<file path="config.mk">
export PLATFORM = sky130hd
export DESIGN_NAME = touch_sample_sched
export DESIGN_NICKNAME = d
export VERILOG_FILES = /design/src/rtl/touch_sample_sched.sv
export SDC_FILE = /design/constraint.sdc
export NUM_CORES = 1
export LEC_CHECK = 0
export ABC_AREA = 1
export CORE_MARGIN = 5
export CORE_UTILIZATION = 58
export CTS_CLUSTER_DIAMETER = 200
export DETAILED_ROUTE_END_ITERATION = 8
export PLACE_DENSITY = 0.92
export SYNTH_ARGS = -nofsm -noshare
export SYNTH_HDL_FRONTEND = slang
export SYNTH_SLANG_ARGS = --single-unit
</file>
<file path="constraint.sdc">
create_clock -name CLK -period 2.58 [get_ports CLK]
set_clock_uncertainty 0.05 [all_clocks]
set_input_delay 0.774 -clock CLK [delete_from_list [all_inputs] [get_ports CLK]]
set_output_delay 0.774 -clock CLK [all_outputs]
set_load 0.005 [all_outputs]
</file>
<file path="src/rtl/touch_sample_sched.sv">
// touch_sample_sched: pen-down periodic X/Y scan scheduler with 2**N_AVG_LOG2 averaging
// Ports:
//   CLK, RST_n (async, active-low)  clock and reset
//   ADC_PENIRQ_n                    async pen interrupt, low = touched
//   XFER_REQ/XFER_CMD               conversion request and its control byte
//   XFER_ACK/XFER_DONE/XFER_DATA    transfer controller handshake and result
//   X_OUT/Y_OUT/XY_VALID            averaged coordinate pair and update pulse
//   PEN_DOWN, BUSY, ERR_TIMEOUT     status outputs
module touch_sample_sched #(
    parameter int         N_AVG_LOG2 = 2,
    parameter int         PERIOD     = 50000,
    parameter int         TIMEOUT    = 4096,
    parameter logic [7:0] CMD_X      = 8'hD0,
    parameter logic [7:0] CMD_Y      = 8'h90
) (
    input  logic        CLK,
    input  logic        RST_n,
    input  logic        ADC_PENIRQ_n,
    output logic        XFER_REQ,
    output logic [7:0]  XFER_CMD,
    input  logic        XFER_ACK,
    input  logic        XFER_DONE,
    input  logic [11:0] XFER_DATA,
    output logic [11:0] X_OUT,
    output logic [11:0] Y_OUT,
    output logic        XY_VALID,
    output logic        PEN_DOWN,
    output logic        BUSY,
    output logic        ERR_TIMEOUT
);
    localparam int TW = $clog2(PERIOD);
    localparam int OW = $clog2(TIMEOUT + 1);
    localparam int AW = 12 + N_AVG_LOG2;
    typedef enum logic [2:0] {IDLE, REQ, WAIT_DONE, ACCUM, PUBLISH} state_t;
    state_t                st, nxt;
    logic [1:0]            pen_s;
    logic [TW-1:0]         tick_cnt;
    logic [OW-1:0]         to_cnt;
    logic [N_AVG_LOG2-1:0] cnt;
    logic                  axis;
    logic [11:0]           data_q;
    logic [AW-1:0]         acc_x, acc_y;
    logic                  tick, to_hit, last, start;
    assign tick     = tick_cnt == TW'(PERIOD - 1);
    assign to_hit   = to_cnt == OW'(TIMEOUT - 1);
    assign last     = &cnt;
    assign PEN_DOWN = ~pen_s[1];
    assign start    = st == IDLE && tick && PEN_DOWN;
    assign XFER_REQ = st == REQ;
    assign XFER_CMD = XFER_REQ ? (axis ? CMD_Y : CMD_X) : 8'h00;
    assign BUSY     = st != IDLE;
    always_ff @(posedge CLK or negedge RST_n)
        if (!RST_n) st <= IDLE;
        else        st <= nxt;
    always_comb begin
        nxt = st;
        case (st)
            IDLE:      nxt = start ? REQ : IDLE;
            REQ:       nxt = XFER_ACK ? WAIT_DONE : REQ;
            WAIT_DONE: nxt = XFER_DONE ? ACCUM : (to_hit ? IDLE : WAIT_DONE);
            ACCUM:     nxt = (last && axis) ? PUBLISH : REQ;
            PUBLISH:   nxt = IDLE;
            default:   nxt = IDLE;
        endcase
    end
    always_ff @(posedge CLK or negedge RST_n) begin
        if (!RST_n) begin
            pen_s       <= 2'b11;
            tick_cnt    <= '0;
            to_cnt      <= '0;
            cnt         <= '0;
            axis        <= 1'b0;
            data_q      <= '0;
            acc_x       <= '0;
            acc_y       <= '0;
            X_OUT       <= '0;
            Y_OUT       <= '0;
            XY_VALID    <= 1'b0;
            ERR_TIMEOUT <= 1'b0;
        end else begin
            pen_s       <= {pen_s[0], ADC_PENIRQ_n};
            tick_cnt    <= tick ? '0 : tick_cnt + 1'b1;
            XY_VALID    <= st == PUBLISH;
            ERR_TIMEOUT <= st == WAIT_DONE && !XFER_DONE && to_hit;
            if (start) begin
                axis  <= 1'b0;
                cnt   <= '0;
                acc_x <= '0;
                acc_y <= '0;
            end
            if (st == REQ) to_cnt <= '0;
            if (st == WAIT_DONE) begin
                to_cnt <= to_cnt + 1'b1;
                if (XFER_DONE) data_q <= XFER_DATA;
            end
            if (st == ACCUM) begin
                if (axis) acc_y <= acc_y + AW'(data_q);
                else      acc_x <= acc_x + AW'(data_q);
                // count wraps to zero after the last sample of an axis
                cnt <= cnt + 1'b1;
                if (last && !axis) axis <= 1'b1;
            end
            if (st == PUBLISH) begin
                X_OUT <= 12'(acc_x >> N_AVG_LOG2);
                Y_OUT <= 12'(acc_y >> N_AVG_LOG2);
            end
        end
    end
endmodule

</file>
==> run_results.csv <==
group,metric,value,unit
outcome,result_of_the_run,"finished clean",
clock_network,clock_latency,0.37,ns
setup_path,worst-endpoint-arrival,1.68,ns
drt,routed_wl,12600,um
floorplanning,die_w,110,um
clock_network,number_of_sinks_handled_by_clock_tree_synthesis,103,
global_route,first_global_vias,4815,
drt,post_drt_via_cell_ratio,5.29,
global_route,grt.overflow.total,0,
setup_path,setup.worst_path.end_class,"output pin",
drt,remaining_drc_errors,0,
drt,avgRoutedWirePerCell,13.5,um
finish,diodes,0,
global_route,grt_first_pass_wirelength,21500,um
finish,fillerInstances,814,
sta,final-hold-violation-count,0,
finish,stdcell_count,936,
finish,areaGrowthSynthToFinish,13.7,%
logic_synthesis,yosys.cell_types.count,38,
floorplanning,coreArea,0.00977,mm^2
sta,worstMarginPinSlew,0.608,ns
sta,timing.final.setup_violations,0,
floorplanning,start_util,0.597,
finish,nets,844,
setup_path,worstPathMaxFanout,5,
drt,detailedRoute.firstIterationViolations,271,
setup_path,setup.worst_path.start_class,"flip-flop",
sta,worst_slew_margin_relative_to_its_limit,0.594,
sta,finalMaxSlewViolations,0,
global_route,maximum_number_of_pins_on_one_net_before_global_route_repair,104,
clock_network,clockRootBuffer,"clkbuf_8",
logic_synthesis,seq_area_frac_synth,0.442,
clock_network,ctsHtreeMaxLevel,3,
finish,layout.cells.most_common_list,"nand2_1, dfrtp_1, nand3_1",
placement,port_buffers,48,
floorplanning,dieHeight,110,um
setup_path,timing.critical_path.cells,"inv_2, nor3_4, buf_6, clkdlybuf4s50_1",
finish,mostFrequentLayoutCell,"nand2_1",
setup_path,criticalPathCategory,"flip-flop to output pin",
job,cap_violations,0,
clock_network,cts-root-to-sink-buffers,2,
setup_path,standard_cell_with_the_maximum_stage_delay_on_the_critical_path,"clkdlybuf4s50_1",
min_path,worstHoldPathType,"flip-flop to flip-flop",
floorplanning,dieArea,0.0122,mm^2
logic_synthesis,synth_top_cell_area_share,0.433,
finish,drive_above_1_share,0.0797,
power,leakage,3.44,nW
sta,finalCritPeriodShare,0.972,
power,power.density_cell_area,950,mW/mm^2
placement,finalWeightedCongestion,0.948,
clock_network,cts_buffers,9,
setup_path,crit_required,1.76,ns
clock_network,cts_tree,"yes",
logic_synthesis,synth-seq-cells,103,
placement,detailedPlacementHpwl,9060,um
global_route,grt_use_total,0.223,
drt,drtAntennaViolNets,0,
clock_network,clkTransAtPathRegs,0.10,ns
power,worst_ir_drop_vdd,0.535,mV
logic_synthesis,syn_area,0.00584,mm^2
power,totalPowerFinal,6.30,mW
logic_synthesis,syn_inst,746,
sta,maxClockFrequency,399,MHz
placement,place.detailed.instances,915,
logic_synthesis,avgSynthCellArea,7.82,um^2
logic_synthesis,synth_top_area_cell,"dfrtp_1",
floorplanning,io-pin-count,54,
setup_path,max_stage_delay,0.49,ns
logic_synthesis,synth_warnings,0,
sta,final.min_clock_period,2.51,ns
drt,drt_pass1_iterations,5,
floorplanning,std_cell_rows,36,
sta,timing.setup.tns,0,ns
setup_path,regToRegSetupSlack,0.57,ns
global_route,initial_antenna_violation_count,0,
logic_synthesis,synth.area.top_cells,"dfrtp_1, nand2_1, nand3_1, ha_1, inv_1",
drt,vias_after_detailed_routing,4954,
-- where the power goes --
part           leakage (nW)  internal (mW)  switching, mW  total [mW]
Clock                0.0797          0.352          0.562       0.914
Combinational          2.00           1.27           1.81        3.08
Sequential             1.36           1.96          0.358        2.31
-- state kept, by name, summed over array words and instances, names as in the netlist --
register,count
tick_cnt,16
acc_x,14
acc_y,14
to_cnt,13
X_OUT,12
Y_OUT,12
data_q,12
st,3
cnt,2
pen_s,2
ERR_TIMEOUT,1
XY_VALID,1
axis,1
-- final timing paths --
path | depth (start not counted) | to | from
min reg2reg | 0 | pen_s[1] | pen_s[0]
max in group asynchronous | 2 | st[2] | RST_n
max reg2reg | 6 | data_q[2] | st[1]
min | 0 | pen_s[1] | pen_s[0]
min in group asynchronous | 2 | tick_cnt[14] | RST_n
max | 4 | XFER_REQ | st[0]
-- metrics by stage --
stage               area [um^2]   util  worst slack [ns]  hold slack [ns]
floorplan                  5850      -             0.614            0.295
global placement           6410  0.656             0.344            0.296
detailed placement         6410  0.656             0.301            0.298
CTS                        6580  0.674           0.00547            0.315
global route               6640  0.679           -0.0141            0.320
finish                     6640  0.679            0.0730            0.314
-- timing repair --
item / CTS / global route
endpoints found under the hold margin: 0 / 0
hold buffers: 0 / 0
setup endpoints to repair: 4 / 4
buffers inserted: 0 / 5
pin swaps: 0 / 1
resized for setup: 1 / 6
-- critical path, delay by kind of cell (launching register included) --
family	cells	cell delay, ns
flip-flops	1	0.41
AND/OR/NAND/NOR	1	0.21
buffers and inverters	3	0.69
-- cells by family after synthesis --
group                      after synthesis  synth area share
muxes                                   12            0.0232
AOI/OAI and AO/OA                       69            0.0615
other                                    1          0.000643
buffers and inverters                  110            0.0800
DFF                                    103             0.442
xor gates and xnor gates                22            0.0330
adders and majority gates               29            0.0648
and+or+nand+nor                        400             0.295
-- Yosys cell counts --
cell type and instances:
a21oi_1 23, and2_1 1, buf_2 6, buf_4 8, buf_6 2, clkbuf_1 5, clkinv_1 1, clkinv_2 1
conb_1 1, dfrtp_1 101, dfstp_2 2, fa_1 2, ha_1 27, inv_1 80, inv_2 7, mux2_1 2
mux2_2 10, nand2_1 226, nand2_2 4, nand2_4 1, nand3_1 80, nand3b_1 2, nand4_1 12, nor2_1 52
nor2_2 5, nor2_4 3, nor3_1 10, nor3_2 1, nor4_1 2, o2111ai_1 1, o21ai_0 22, o21ai_1 19
o21ai_2 1, o21bai_1 2, o22ai_1 1, or2_2 1, xnor2_1 12, xor2_1 10
-- final cells by class --
class                      count  area [um^2]  area share
inverter                      89          335      0.0505
clock buffer                  11          131      0.0198
timing repair buffer          58          574      0.0865
tap                          133          166      0.0251
clock inverter                 5         33.8     0.00509
sequential                   103         2580       0.389
multi-input combinational    537         2820       0.424
-- metal layers --
metal | vias to the layer above | wire length, um | share of wire | global-route usage
li1 | 2491 | - | - | -
met1 | 2327 | 5820 | 0.46 | 0.293
met2 | 114 | 5930 | 0.47 | 0.364
met3 | 22 | 557 | 0.044 | 0.0384
met4 | 0 | 327 | 0.026 | 0.0976
met5 | - | 0 | 0 | 0
No activity file was read; power rests on OpenSTA's default activity.
